<file path="src/rtl/universal_latch_register_if.sv">
// Bus bundle for universal_latch_register: control, data and status signals.
// The clock and the clear line stay as plain ports on the register itself.
interface universal_latch_register_if #(
    parameter int WIDTH = 8
);
    logic             preset;
    logic             enable;
    logic [2:0]       mode;
    logic [WIDTH-1:0] d;
    logic             serial_in;
    logic [WIDTH-1:0] q;
    logic [WIDTH-1:0] q_bar;
    logic             carry_out;
    logic             zero;

    modport master (
        output preset, enable, mode, d, serial_in,
        input  q, q_bar, carry_out, zero
    );

    modport slave (
        input  preset, enable, mode, d, serial_in,
        output q, q_bar, carry_out, zero
    );
endinterface

</file>
<file path="src/rtl/universal_latch_register.sv">
// General-purpose datapath register: load, shift, rotate and (optionally) count.
// Define UNIVERSAL_LATCH_REGISTER_COUNT_EN to enable increment/decrement modes 110/111.
module universal_latch_register #(
    parameter int               WIDTH        = 8,
    parameter logic [WIDTH-1:0] RESET_VALUE  = {WIDTH{1'b0}},
    parameter logic [WIDTH-1:0] PRESET_VALUE = {WIDTH{1'b1}}
) (
    input  logic                          clk,
    input  logic                          clear,
    universal_latch_register_if.slave     bus
);
    typedef enum logic [2:0] {
        MODE_HOLD = 3'b000,
        MODE_LOAD = 3'b001,
        MODE_SHL  = 3'b010,
        MODE_SHR  = 3'b011,
        MODE_ROL  = 3'b100,
        MODE_ROR  = 3'b101,
        MODE_INC  = 3'b110,
        MODE_DEC  = 3'b111
    } mode_t;

    logic [WIDTH-1:0] q_r, q_next;
    logic             carry_r, carry_next;
    mode_t            mode_sel;

    assign mode_sel = mode_t'(bus.mode);

`ifdef UNIVERSAL_LATCH_REGISTER_COUNT_EN
    // One extra bit on each side gives the carry/borrow for free.
    logic [WIDTH:0] inc_sum, dec_diff;
    assign inc_sum  = {1'b0, q_r} + {{WIDTH{1'b0}}, 1'b1};
    assign dec_diff = {1'b0, q_r} - {{WIDTH{1'b0}}, 1'b1};
`endif

    always_comb begin
        q_next     = q_r;
        carry_next = carry_r;
        if (!bus.preset) begin
            q_next     = PRESET_VALUE;
            carry_next = 1'b0;
        end else if (bus.enable) begin
            case (mode_sel)
                MODE_LOAD: begin
                    q_next     = bus.d;
                    carry_next = 1'b0;
                end
                MODE_SHL: begin
                    q_next     = {q_r[WIDTH-2:0], bus.serial_in};
                    carry_next = q_r[WIDTH-1];
                end
                MODE_SHR: begin
                    q_next     = {bus.serial_in, q_r[WIDTH-1:1]};
                    carry_next = q_r[0];
                end
                MODE_ROL: begin
                    q_next     = {q_r[WIDTH-2:0], q_r[WIDTH-1]};
                    carry_next = q_r[WIDTH-1];
                end
                MODE_ROR: begin
                    q_next     = {q_r[0], q_r[WIDTH-1:1]};
                    carry_next = q_r[0];
                end
`ifdef UNIVERSAL_LATCH_REGISTER_COUNT_EN
                MODE_INC: begin
                    q_next     = inc_sum[WIDTH-1:0];
                    carry_next = inc_sum[WIDTH];
                end
                MODE_DEC: begin
                    q_next     = dec_diff[WIDTH-1:0];
                    carry_next = dec_diff[WIDTH];
                end
`endif
                default: begin
                    q_next     = q_r;
                    carry_next = carry_r;
                end
            endcase
        end
    end

    always_ff @(posedge clk or negedge clear) begin
        if (!clear) begin
            q_r     <= RESET_VALUE;
            carry_r <= 1'b0;
        end else begin
            q_r     <= q_next;
            carry_r <= carry_next;
        end
    end

    assign bus.q         = q_r;
    assign bus.q_bar     = ~q_r;
    assign bus.carry_out = carry_r;
    assign bus.zero      = (q_r == {WIDTH{1'b0}});
endmodule

</file>
<file path="src/flat_wrapper.sv">
// flat-port wrapper written by rule: the top's interface ports become plain ports
module universal_latch_register_flat 
#(
    parameter int               WIDTH        = 8,
    parameter logic [WIDTH-1:0] RESET_VALUE  = {WIDTH{1'b0}},
    parameter logic [WIDTH-1:0] PRESET_VALUE = {WIDTH{1'b1}}
)
  (clk, clear, bus_preset, bus_enable, bus_mode, bus_d, bus_serial_in, bus_q, bus_q_bar, bus_carry_out, bus_zero);
  universal_latch_register_if #(.WIDTH(WIDTH)) bus_i ();
  input  logic clk;
  input  logic clear;
  input wire logic [$bits(bus_i.preset)-1:0] bus_preset;
  input wire logic [$bits(bus_i.enable)-1:0] bus_enable;
  input wire logic [$bits(bus_i.mode)-1:0] bus_mode;
  input wire logic [$bits(bus_i.d)-1:0] bus_d;
  input wire logic [$bits(bus_i.serial_in)-1:0] bus_serial_in;
  output wire logic [$bits(bus_i.q)-1:0] bus_q;
  output wire logic [$bits(bus_i.q_bar)-1:0] bus_q_bar;
  output wire logic [$bits(bus_i.carry_out)-1:0] bus_carry_out;
  output wire logic [$bits(bus_i.zero)-1:0] bus_zero;
  assign bus_i.preset = bus_preset;
  assign bus_i.enable = bus_enable;
  assign bus_i.mode = bus_mode;
  assign bus_i.d = bus_d;
  assign bus_i.serial_in = bus_serial_in;
  assign bus_q = bus_i.q;
  assign bus_q_bar = bus_i.q_bar;
  assign bus_carry_out = bus_i.carry_out;
  assign bus_zero = bus_i.zero;
  universal_latch_register #(.WIDTH(WIDTH), .RESET_VALUE(RESET_VALUE), .PRESET_VALUE(PRESET_VALUE)) u_core (.clk(clk), .clear(clear), .bus(bus_i));
endmodule
</file>
<file path="config.mk">
export PLATFORM = sky130hd
export DESIGN_NAME = universal_latch_register_flat
export DESIGN_NICKNAME = d
export VERILOG_FILES = /design/src/rtl/universal_latch_register_if.sv /design/src/rtl/universal_latch_register.sv /design/src/flat_wrapper.sv
export SDC_FILE = /design/constraint.sdc
export NUM_CORES = 1
export LEC_CHECK = 0
export ABC_AREA = 1
export BUFFER_PORTS_ARGS = -buffer_cell sky130_fd_sc_hd__clkbuf_2
export CORE_UTILIZATION = 45
export CTS_CLUSTER_DIAMETER = 200
export DETAILED_ROUTE_END_ITERATION = 7
export PLACE_DENSITY_LB_ADDON = 0.2
export SLEW_MARGIN = 20
export SYNTH_ARGS = -nofsm -noshare
export SYNTH_HDL_FRONTEND = slang
export SYNTH_SLANG_ARGS = --single-unit
</file>
<file path="constraint.sdc">
create_clock -name clk -period 1.1 [get_ports clk]
set_input_delay 0.11 -clock clk [delete_from_list [all_inputs] [get_ports clk]]
set_output_delay 0.11 -clock clk [all_outputs]
set_load 0.1 [all_outputs]
</file>
# Word-level counts from Yosys, hierarchy flattened
# Index checks and enable logic that the tools add are counted.
# W data, S select, Z words.
dict set report totals {
  wordCells 22
  out_inout_bits 18
  in_bits 16
  regBits 9
}
dict set report classes {
  bitwise_logic 1
  n_mux 6
  reduce_logical 5
  n_eq_ne 8
}
# cell count
set op_table {}
lappend op_table {{$pmux W8 S5} 1}
lappend op_table {{$mux W8} 2}
lappend op_table {{$logic_not A8 Y1} 1}
lappend op_table {{$not A8 Y8} 1}
lappend op_table {{$eq A3 B2 Y1 const B} 2}
lappend op_table {{$eq A3 B3 Y1 const B} 2}
lappend op_table {{$ne A6 B1 Y1 const B} 1}
lappend op_table {{$ne A4 B3 Y1 const B} 1}
lappend op_table {{$reduce_and A2 Y1} 2}
lappend op_table {{$reduce_or A2 Y1} 2}
lappend op_table {{$eq A3 B1 Y1 const B} 1}
lappend op_table {{$pmux W1 S3} 1}
lappend op_table {{$mux W1} 2}
lappend op_table {{$ne A2 B1 Y1 const B} 1}

# Logic depth before layout (Yosys ltp)
# Gate-level depths: netlist of run 1.
dict set report depth {
  ltp_word 5
  depth_mapped 9
  ltp_nobuf 8
}

# Worst setup path after synthesis of run 1
# No wires, ideal clock.
dict set report synth_path {
  path_type {register to output}
  start {reg u_core.q_r[0] (netlist: u_core.bus.q[0])}
  end {out bus_zero}
  setup_slack_ps -2058
  path_stages_with_launch 4
  required_time_ps 990
  arrival_time_ps 3048
  path_buffers 0
  path_cell_list {dfrtp_1 inv_1 nand4_1 nor2_1}
}
dict set report synth_between {
  elab_chain_cells 1
}
# element line
set synth_rtl {}
lappend synth_rtl {{start, declared} universal_latch_register.sv:23} ;# logic [WIDTH-1:0] q_r, q_next;
lappend synth_rtl {{start signal, assigned} universal_latch_register.sv:87} ;# q_r <= q_next;
lappend synth_rtl {{$logic_not A8 Y1} universal_latch_register.sv:95} ;# assign bus.zero = (q_r == {WIDTH{1'b0}});
lappend synth_rtl {{end, declared} flat_wrapper.sv:20} ;# output wire logic [$bits(bus_i.zero)-1:0] bus_zero;
# Every way passes these cells.

# Worst setup path after layout of run 1
dict set report layout_path {
  start {reg u_core.q_r[4] (netlist: u_core.bus.q[4])}
  end {out bus_zero}
}
# The elaborated chain is that of the path after synthesis.

==> results of run 1 <==
state kept, by name, indices dropped and copies added (netlist names):
name and flops:
u_core.bus.q 8, u_core.bus.carry_out 1
report_power, final:
| part | total [mW] | switching, mW | leakage [nW] | internal, mW |
|---|---|---|---|---|
| Clock | 0.284 | 0.144 | 0.0150 | 0.140 |
| Combinational | 2.02 | 1.26 | 0.797 | 0.765 |
| Sequential | 0.479 | 0.0751 | 0.0962 | 0.404 |
cells by family (layout without fill, tap and decap cells):
kind of cell	after synthesis	after routing	share of synthesized area, %
simple gates	113	113	61.5
buf+inv	21	90	13.7
compound gates	2	2	1.05
flops	9	9	23.7
metal layers:
metal  vias up  track usage, %  routed length [um]
met4         0            25.6                 707
met1       767            53.7                1970
met5         -            7.50                   0
li1        644               -                   -
met3        90            20.0                 984
met2       222            72.7                2570
final cells by class:
cell class | instances | share of cell area (%)
inverter | 12 | 4.20
tap | 27 | 1.77
multi-input combinational | 115 | 34.4
timing repair buffer | 74 | 44.8
clock buffer | 4 | 1.38
sequential | 9 | 13.5
critical path, delay by kind of cell (launching register included):
kind	cells	cell delay (ns)
buf+inv	2	0.29
flops	1	0.52
simple gates	2	0.35
final timing paths:
kind	to	start	cells past startpoint	slack [ns]
max	bus_zero	u_core.bus.q[4]	4	-0.45
min	u_core.bus.q[5]	bus_d[5]	5	0.22
min in group asynchronous	u_core.bus.q[2]	clear	2	0.29
max in group asynchronous	u_core.bus.q[5]	clear	2	0.55
max reg2reg	u_core.bus.q[0]	u_core.bus.q[7]	8	-0.42
min reg2reg	u_core.bus.carry_out	u_core.bus.carry_out	2	0.56
per-stage QoR:
step | hold slack (ns) | setup slack [ns]
floorplan | -0.186 | -0.793
global placement | -0.0187 | -0.0620
detailed placement | -0.0152 | -0.0997
CTS | 0.216 | -0.325
global route | 0.247 | -0.483
finish | 0.222 | -0.446
cell usage in the layout, fill, tap and decap left out:
cell / Yosys / routed
dlygate4sd3_1: 0 / 1
nand4_1: 34 / 34
nor2_4: 0 / 1
nor2_8: 1 / 1
clkbuf_4: 1 / 3
nand3_2: 1 / 7
inv_4: 2 / 2
clkbuf_1: 0 / 1
dfrtp_2: 0 / 1
buf_4: 2 / 16
clkinvlp_4: 0 / 8
nor2_1: 9 / 3
nand3_1: 17 / 11
nand2_1: 47 / 42
nand2_2: 1 / 6
nor2_2: 0 / 5
dfrtp_4: 0 / 8
buf_12: 1 / 20
inv_2: 2 / 2
nand3_4: 1 / 1
nand2_4: 2 / 2
buf_6: 2 / 22
o21ai_1: 2 / 2
clkbuf_2: 0 / 15
repair_timing:
| action | 4_1_cts | 5_1_grt |
|---|---|---|
| hold endpoints to repair | 9 | 0 |
| endpoints found under the setup margin | 23 | 26 |
| setup buffers | 10 | 9 |
| resized for setup | 14 | 23 |
| hold buffers | 1 | 0 |
| pin swaps | 8 | 14 |
| gates cloned | 0 | 0 |
==> results.py, run 1 <==
metrics = {
    "die": {
        "die_h_um": 47.9,
        "initial_core_util_pct": 47.9,
        "fp.dieArea_sq_um": 2300,
        "die_w_um": 47.9,
        "core_sq_um": 1980,
        "row_count": 16,
        "pin_count": 34,
    },
    "run_status": {
        "outcome": "complete, but fails checks",
        "violations": "negative setup slack",
    },
    "layout": {
        "fill_cells": 38,
        "multi_input_area_sq_um": 657,
        "antenna_cells": 0,
        "fin_util_pct": 96.2,
        "syn_to_final_growth_pct": 101,
        "nets": 231,
        "regArea_sq_um": 256,
        "drive_gt1_share_pct": 56.1,
        "finalInstanceArea_sq_um": 1910,
        "finalNonFillerCells": 241,
    },
    "critical_path": {
        "start_kind": "flip-flop",
        "cp-end-kind": "output pin",
        "slowest_delay_ns": 0.52,
        "crit_required_ns": 0.99,
        "cp_max_fo": 2,
        "worstPathCellList": "clkinvlp_4, nand4_1, nor2_4, buf_12",
        "criticalPathCategory": "reg2out",
        "slowest_stage": "dfrtp_4",
        "cp.arrival_ns": 1.44,
    },
    "cts": {
        "cts_root_buf": "clkbuf_4",
        "clock_latency_ns": 0.27,
        "cts_buffers": 3,
        "clk_pin_slew_worst_paths_ns": 0.07,
        "tritoncts": "built",
        "cts.sinks": 9,
        "clockBufferDepth": 2,
        "htreeDepth": 1,
    },
    "global_route": {
        "grt_usage_pct": 46.9,
        "grt_pass1_wl_um": 7160,
        "grt_max_degree": 17,
        "gr-total-overflow": 0,
        "antenna_found_initial": 0,
        "grt_pass1_vias": 1418,
    },
    "place": {
        "globalplace.congestion": 0.946,
        "placed_area_sq_um": 1670,
        "dp_cells": 224,
        "portBuffers": 33,
        "place_hpwl_um": 2720,
    },
    "job": {
        "drv_cap": 0,
    },
    "logic_synthesis": {
        "synth-seq-area-share_pct": 23.7,
        "synthFlopType": "dfrtp_1",
        "yosysTopAreaCellShare_pct": 23.7,
        "yosysTopAreaCell": "dfrtp_1",
        "synth.distinct_cells": 19,
        "yosys_warnings": 0,
        "syn_inst": 145,
        "synthTopCellsByCount": "nand2_1 (47), nand4_1 (34), nand3_1 (17), dfrtp_1 (9), nor2_1 (9)",
        "synth.most_common_cell": "nand2_1",
        "netlist_area_sq_um": 950,
        "synth_edf_count": 0,
        "synth.avg_cell_area_sq_um": 6.55,
        "async_flop_share_pct": 100,
        "yosys_register_bits": 9,
        "synth_area_leaders": "dfrtp_1 (24%), nand4_1 (22%), nand2_1 (19%)",
        "syn_nets": 161,
    },
    "sta": {
        "fin_skew_ns": 0.00311,
        "slew_violations": 0,
        "tightest_slew_ns": 0.300,
        "fmax_mhz": 647,
        "finalHoldViolations": 0,
        "fin_setup_tns_ns": -6.20,
        "rsz0062_at_grt": "true",
        "finalCriticalPeriod_ns": 1.55,
        "setup_ws_ns": -0.446,
        "min_period_over_period_pct": 141,
        "relSlewSlack_pct": 80.0,
        "setup_viol": 26,
    },
    "drt": {
        "avgRoutedWirePerCell_um": 25.9,
        "dr.pass1.iters": 6,
        "drt_iter0_markers": 290,
        "ant_nets": 0,
        "drc": 0,
        "viasPerCell": 7.15,
        "drt_wl_total_um": 6230,
        "vias": 1723,
    },
    "power_and_ir_drop": {
        "power.total_mw": 2.79,
        "leakagePower_nw": 0.908,
        "vdd_drop_max_uv": 1030,
        "power.density_nw_per_um2": 1460,
    },
    "hold_path": {
        "hp-class": "in2reg",
    },
}
No activity file was read; power rests on OpenSTA's default activity.
==> inputs of run 2 (changes only) <==
CELL_PAD_IN_SITES_DETAIL_PLACEMENT = 1   (was default)
CELL_PAD_IN_SITES_GLOBAL_PLACEMENT = 1   (was default)
CORE_MARGIN = 5   (was default)
CORE_UTILIZATION = 33   (was 45)
==> run 2 against run 1 <==
Net effect:
- the flow still finishes with violations (negative setup slack)
- count of clock-buffer cells in the layout unchanged
- critical path depth unchanged
- first-iteration DRC count decreased by 57%
- setup slack improved by 0.017 ns
- wire length increased by 4.4%
- combinational power about the same
- flip-flop and latch count unchanged
- sequential power decreased by 2%
- largest cell class unchanged
==> results.py, run 2 (synthesis results as in run 1) <==
metrics = {
    "run_status": {
        "violations": "negative setup slack",
        "outcome": "complete, but fails checks",
    },
    "layout": {
        "syn_to_final_growth_pct": 106,
        "antenna_cells": 0,
        "mostFrequentLayoutCells": "nand2_1 (40), nand4_1 (34), buf_6 (24), buf_12 (20), buf_4 (19)",
        "fin_util_pct": 71.1,
        "mostFrequentLayoutCell": "nand2_1",
        "largest_reg_flops": 8,
        "nets": 236,
        "fill_cells": 305,
        "finalNonFillerCells": 250,
        "drive_gt1_share_pct": 57.1,
    },
    "job": {
        "drv_cap": 0,
    },
    "critical_path": {
        "start_kind": "flip-flop",
        "slowest_stage": "dfrtp_4",
        "cp-end-kind": "output pin",
        "regToRegSetupSlack_ns": -0.37,
        "criticalPathCategory": "reg2out",
        "cp.arrival_ns": 1.42,
        "worstPathCellList": "clkinvlp_4, nand4_1, nor2_4, buf_12",
        "rr_worst_depth": 8,
        "cp_num_cells": 4,
        "crit_required_ns": 0.99,
        "path_buf_inv": 2,
        "cp_max_fo": 3,
        "slowest_delay_ns": 0.51,
        "crit_family": "flip-flops",
    },
    "global_route": {
        "gr-total-overflow": 0,
        "antenna_found_initial": 0,
        "grt_pass1_wl_um": 8780,
        "grt_max_degree": 18,
        "grt_usage_pct": 28.2,
        "grt_pass1_vias": 1646,
    },
    "cts": {
        "clk_pin_slew_worst_paths_ns": 0.09,
        "clockBufferDepth": 2,
        "cts_root_buf": "clkbuf_4",
        "clock_latency_ns": 0.29,
        "htreeDepth": 1,
        "tritoncts": "built",
        "cts.sinks": 9,
        "cts_buffers": 3,
    },
    "sta": {
        "fmax_mhz": 654,
        "finalCriticalPeriod_ns": 1.53,
        "min_period_over_period_pct": 139,
        "fin_skew_ns": 0.0112,
        "slew_violations": 0,
        "relSlewSlack_pct": 77.8,
        "fin_hold_ws_ns": 0.219,
        "finalHoldViolations": 0,
        "tightest_slew_ns": 0.332,
        "rsz0062_at_grt": "true",
        "setup_viol": 26,
        "fin_setup_tns_ns": -6.33,
        "setup_ws_ns": -0.429,
    },
    "die": {
        "core_sq_um": 2760,
        "fp.dieArea_sq_um": 4050,
        "die_w_um": 63.6,
        "initial_core_util_pct": 34.4,
        "pin_count": 34,
        "row_count": 19,
        "die_h_um": 63.6,
    },
    "drt": {
        "drt_wl_total_um": 6510,
        "dr.pass1.iters": 4,
        "viasPerCell": 6.29,
        "drt_iter0_markers": 124,
        "wl_met3_um": 467,
        "wl_met1_um": 2300,
        "met2_length_um": 3360,
        "avgRoutedWirePerCell_um": 26.0,
        "drc": 0,
        "top_layer_used": "met4",
        "ant_nets": 0,
        "vias": 1573,
    },
    "power_and_ir_drop": {
        "power.density_nw_per_um2": 1440,
        "leakagePower_nw": 0.933,
        "vdd_drop_max_uv": 1220,
    },
    "hold_path": {
        "hold-path-cell-count": 5,
        "hp-class": "in2reg",
    },
    "place": {
        "place_hpwl_um": 3500,
        "post-place-ws_ns": -0.159,
        "globalplace.congestion": 0.836,
        "portBuffers": 33,
        "dp_cells": 233,
    },
}
[run 2: report_power, final]
part | internal, mW | total [mW] | leakage [nW] | switching, mW
clock network | 0.141 | 0.312 | 0.0150 | 0.171
registers | 0.404 | 0.468 | 0.0962 | 0.0646
logic | 0.799 | 2.04 | 0.822 | 1.24
total | 1.34 | 2.82 | 0.933 | 1.48
[run 2: worst paths after layout]
path                                   endpoint                 start
min in group asynchronous       u_core.bus.q[4]                 clear
setup / recovery                       bus_zero       u_core.bus.q[4]
max in group asynchronous       u_core.bus.q[1]                 clear
hold / removal                  u_core.bus.q[7]            bus_enable
setup reg to reg                u_core.bus.q[2]       u_core.bus.q[3]
hold reg to reg            u_core.bus.carry_out  u_core.bus.carry_out
[run 2: metrics by stage]
stage,cell area (sq um),power [mW]
6_report,1960,2.82
5_1_grt,1960,2.89
4_1_cts,1890,2.65
3_5_place_dp,1710,2.21
3_3_place_gp,1710,2.15
2_1_floorplan,1040,1.44
[run 2: tightest hold or removal path, delay by kind of cell]
family | cells | cell delay [ns]
buffers and inverters | 1 | 0.09
AND/OR/NAND/NOR | 4 | 0.28
[run 2: metal layers]
metal / GRT usage (%) / vias to the layer above
li1: - / 657
met3: 3.02 / 33
met2: 52.8 / 119
met1: 30.4 / 764
met4: 14.5 / 0
met5: 0 / -
[run 2: area by class of cell]
cell class / count / area [sq um] / share of cell area (%)
Timing Repair Buffer: 79 / 898 / 45.8
Multi-Input combinational cell: 115 / 659 / 33.7
Sequential cell: 9 / 256 / 13.1
Inverter: 12 / 80.1 / 4.09
Tap cell: 31 / 38.8 / 1.98
Clock buffer: 4 / 26.3 / 1.34
[run 2: repair_timing]
item / 4_1_cts / 5_1_grt
pin swaps: 5 / 11
hold buffers: 1 / 0
gates resized for setup: 21 / 16
buffers inserted: 13 / 7
endpoints found under the setup margin: 25 / 26
endpoints found under the hold margin: 9 / 0
==> inputs of run 3 (changes only) <==
CORE_UTILIZATION = 34   (was 33)
CTS_BUF_LIST = sky130_fd_sc_hd__clkbuf_8   (was default)
==> run 3 against run 2 <==
Net effect:
- the run now fails in global routing
- synthesized area unchanged
- synthesized cell count is the same
==> results.py, run 3 <==
metrics = {
    "run_status": {
        "outcome": "stopped before the end",
        "haltStage": "global routing",
        "error_line": "[ERROR DPL-0033] detailed placement checks failed during check placement.",
    },
    "logic_synthesis": {
        "synth.most_common_cell": "nand2_1",
        "synth_edf_count": 0,
        "yosysTopAreaCell": "dfrtp_1",
        "async_flop_share_pct": 100,
        "synth-seq-area-share_pct": 23.7,
        "yosys_warnings": 0,
        "yosys_register_bits": 9,
        "synth_area_leaders": "dfrtp_1 (24%), nand4_1 (22%), nand2_1 (19%)",
        "synthFlopType": "dfrtp_1",
        "synth.distinct_cells": 19,
        "syn_inst": 145,
        "synthTopCellsByCount": "nand2_1 (47), nand4_1 (34), nand3_1 (17), dfrtp_1 (9), nor2_1 (9)",
        "syn_nets": 161,
        "yosysTopAreaCellShare_pct": 23.7,
        "netlist_area_sq_um": 950,
        "synth.avg_cell_area_sq_um": 6.55,
    },
    "place": {
        "dp_cells": 233,
        "portBuffers": 33,
        "placed_area_sq_um": 1740,
        "place_hpwl_um": 3550,
        "globalplace.congestion": 0.912,
    },
    "global_route": {
        "antenna_found_initial": 0,
        "grt_max_degree": 17,
    },
    "die": {
        "die_h_um": 62.9,
        "pin_count": 34,
        "initial_core_util_pct": 35.0,
        "row_count": 19,
        "die_w_um": 62.9,
    },
    "cts": {
        "clockBufferDepth": 2,
        "cts_root_buf": "clkbuf_8",
        "cts.sinks": 9,
        "cts_buffers": 3,
        "htreeDepth": 1,
    },
    "sta": {
        "worst_endpoint": "bus_zero",
        "worstEndpointType": "primary output",
    },
}
## run 3: cell counts after synthesis
Identical to the previous run, type by type.
## run 3: what timing repair did
item	4_1_cts
buffers inserted	11
endpoints found under the setup margin	24
pin swaps	7
gates resized for setup	24
endpoints found under the hold margin	9
hold buffers	1
## run 3: cell families after synthesis
| group | after synthesis | share of synthesized area (%) |
|---|---|---|
| flops | 9 | 23.7 |
| compound gates | 2 | 1.05 |
| simple gates | 113 | 61.5 |
| buf+inv | 21 | 13.7 |
## run 3: metrics by stage
step,setup WS [ns],utilization [%],setup TNS (ns)
after detailed placement,-0.128,64.0,-0.731
after CTS,-0.343,71.8,-3.67
after floorplan,-0.793,-,-2.60
after global placement,-0.0740,64.0,-0.346
==> inputs of run 4 (changes only) <==
CELL_PAD_IN_SITES_DETAIL_PLACEMENT = default   (was 1)
CELL_PAD_IN_SITES_GLOBAL_PLACEMENT = default   (was 1)
CORE_AREA = 5 5 66 68   (was default)
CORE_MARGIN = default   (was 5)
CORE_UTILIZATION = default   (was 34)
CTS_BUF_LIST = default   (was sky130_fd_sc_hd__clkbuf_8)
CTS_CLUSTER_DIAMETER = default   (was 200)
DIE_AREA = 0 0 71 73   (was default)
PLACE_DENSITY_LB_ADDON = 0.15   (was 0.2)
==> run 4 against run 3 <==
Net effect:
- the flow now finishes, with violations (negative setup slack)
==> results.py, run 4 (synthesis results as in run 1) <==
metrics = {
    "run_status": {
        "outcome": "complete, but fails checks",
        "violations": "negative setup slack",
    },
    "sta": {
        "fmax_mhz": 720,
        "setup_ws_ns": -0.289,
        "finalCriticalPeriod_ns": 1.39,
        "rsz0062_at_grt": "true",
        "slew_violations": 0,
        "fin_skew_ns": 0.000464,
        "fin_hold_ws_ns": 0.234,
        "finalHoldViolations": 0,
        "min_period_over_period_pct": 126,
        "setup_viol": 26,
        "tightest_slew_ns": 0.258,
        "relSlewSlack_pct": 82.8,
    },
    "layout": {
        "finalNonFillerCells": 268,
        "antenna_cells": 0,
        "regArea_sq_um": 256,
        "largest_reg_flops": 8,
        "finalInstanceArea_sq_um": 1970,
        "syn_to_final_growth_pct": 108,
        "drive_gt1_share_pct": 53.2,
        "nets": 235,
        "multi_input_area_sq_um": 634,
        "mostFrequentLayoutCells": "nand2_1 (47), nand4_1 (34), buf_4 (22), buf_12 (22), buf_6 (18)",
        "fill_cells": 381,
        "mostFrequentLayoutCell": "nand2_1",
        "fin_util_pct": 51.9,
    },
    "drt": {
        "dr.pass1.iters": 4,
        "drt_wl_total_um": 3880,
        "viasPerCell": 4.96,
        "ant_nets": 0,
        "drc": 0,
        "avgRoutedWirePerCell_um": 14.5,
        "drt_iter0_markers": 47,
        "vias": 1330,
    },
    "cts": {
        "clockBufferDepth": 2,
        "clock_latency_ns": 0.23,
        "cts.sinks": 9,
        "tritoncts": "built",
        "clk_pin_slew_worst_paths_ns": 0.05,
        "cts_root_buf": "clkbuf_8",
        "htreeDepth": 1,
        "cts_buffers": 3,
    },
    "hold_path": {
        "hp-class": "in2reg",
        "hold-path-cell-count": 5,
    },
    "critical_path": {
        "start_kind": "flip-flop",
        "cp_num_cells": 4,
        "slowest_delay_ns": 0.49,
        "slowest_stage": "dfrtp_4",
        "crit_required_ns": 0.99,
        "cp.arrival_ns": 1.28,
        "cp-end-kind": "output pin",
        "path_buf_inv": 2,
        "worstPathCellList": "clkinvlp_4, nand4_1, nor2_4, buf_12",
        "criticalPathCategory": "reg2out",
        "crit_family": "flip-flops",
        "cp_max_fo": 2,
        "rr_worst_depth": 8,
    },
    "power_and_ir_drop": {
        "power.density_nw_per_um2": 1390,
        "clkPwrFrac_pct": 14.3,
        "swShare_pct": 47.8,
        "leakagePower_nw": 0.938,
        "comb_power_share_pct": 68.7,
        "vdd_drop_max_uv": 478,
        "p_int_mw": 1.43,
        "p_switching_mw": 1.31,
        "seq_power_share_pct": 16.9,
    },
    "global_route": {
        "grt_pass1_vias": 1345,
        "grt_max_degree": 17,
        "antenna_found_initial": 0,
        "gr-total-overflow": 0,
        "grt_pass1_wl_um": 6630,
        "grt_usage_pct": 15.9,
    },
    "place": {
        "portBuffers": 33,
        "place_hpwl_um": 2850,
        "globalplace.congestion": 0.923,
        "dp_cells": 250,
        "placed_area_sq_um": 1730,
    },
    "die": {
        "fp.dieArea_sq_um": 5180,
        "row_count": 23,
        "die_w_um": 71,
        "initial_core_util_pct": 25.0,
        "pin_count": 34,
        "die_h_um": 73,
        "core_sq_um": 3800,
    },
    "job": {
        "drv_cap": 0,
    },
}
-- run 4: area by class of cell --
cell class,instances,share of cell area [%]
inverters,12,4.06
repair buffers,78,45.3
well taps,50,3.17
flip-flops and latches,9,13.0
multi-input cells,115,32.2
clock buffers,4,2.28
-- run 4: final timing paths --
check / start / end / slack (ns)
max: u_core.bus.q[1] / bus_zero / -0.29
min: bus_enable / u_core.bus.q[7] / 0.23
max reg2reg: u_core.bus.q[4] / u_core.bus.q[3] / -0.14
min reg2reg: u_core.bus.carry_out / u_core.bus.carry_out / 0.52
max in group asynchronous: clear / u_core.bus.q[2] / 0.58
min in group asynchronous: clear / u_core.bus.q[5] / 0.29
-- run 4: repair_timing --
item	CTS	global route
hold endpoints to repair	9	0
hold buffers	1	0
endpoints found under the setup margin	18	26
setup buffers	15	6
resized for setup	11	13
pin swaps	4	4
-- run 4: per-layer routing --
| layer | vias to the layer above | GRT usage, % | share of wire (%) |
|---|---|---|---|
| met5 | - | 0 | 0 |
| met4 | 0 | 5.64 | 1.8 |
| met3 | 9 | 3.17 | 7.8 |
| met2 | 66 | 28.3 | 52 |
| met1 | 604 | 19.1 | 39 |
| li1 | 651 | - | - |
-- run 4: power by group through the flow --
stage          clock network, mW  logic, mW  registers [mW]
3_3_place_gp                   0       1.64           0.507
4_1_cts                    0.396       1.84           0.460
3_5_place_dp                   0       1.63           0.519
2_1_floorplan                  0      0.604           0.837
5_1_grt                    0.413       1.98           0.468
6_report                   0.392       1.88           0.464
-- run 4: worst register-to-register path: cells and delay by family, from the launching register on --
family / cells / cell delay [ns]
DFF: 1 / 0.49
and+or+nand+nor: 6 / 0.39
buffers and inverters: 2 / 0.26
-- run 4: per-stage QoR --
| stage | power [mW] | setup slack [ns] | TNS [ns] |
|---|---|---|---|
| floorplan | 1.44 | -0.793 | -2.60 |
| global placement | 2.14 | -0.0715 | -0.591 |
| detailed placement | 2.15 | -0.0801 | -0.523 |
| CTS | 2.70 | -0.285 | -3.04 |
| global route | 2.86 | -0.323 | -4.18 |
| finish | 2.74 | -0.289 | -2.99 |
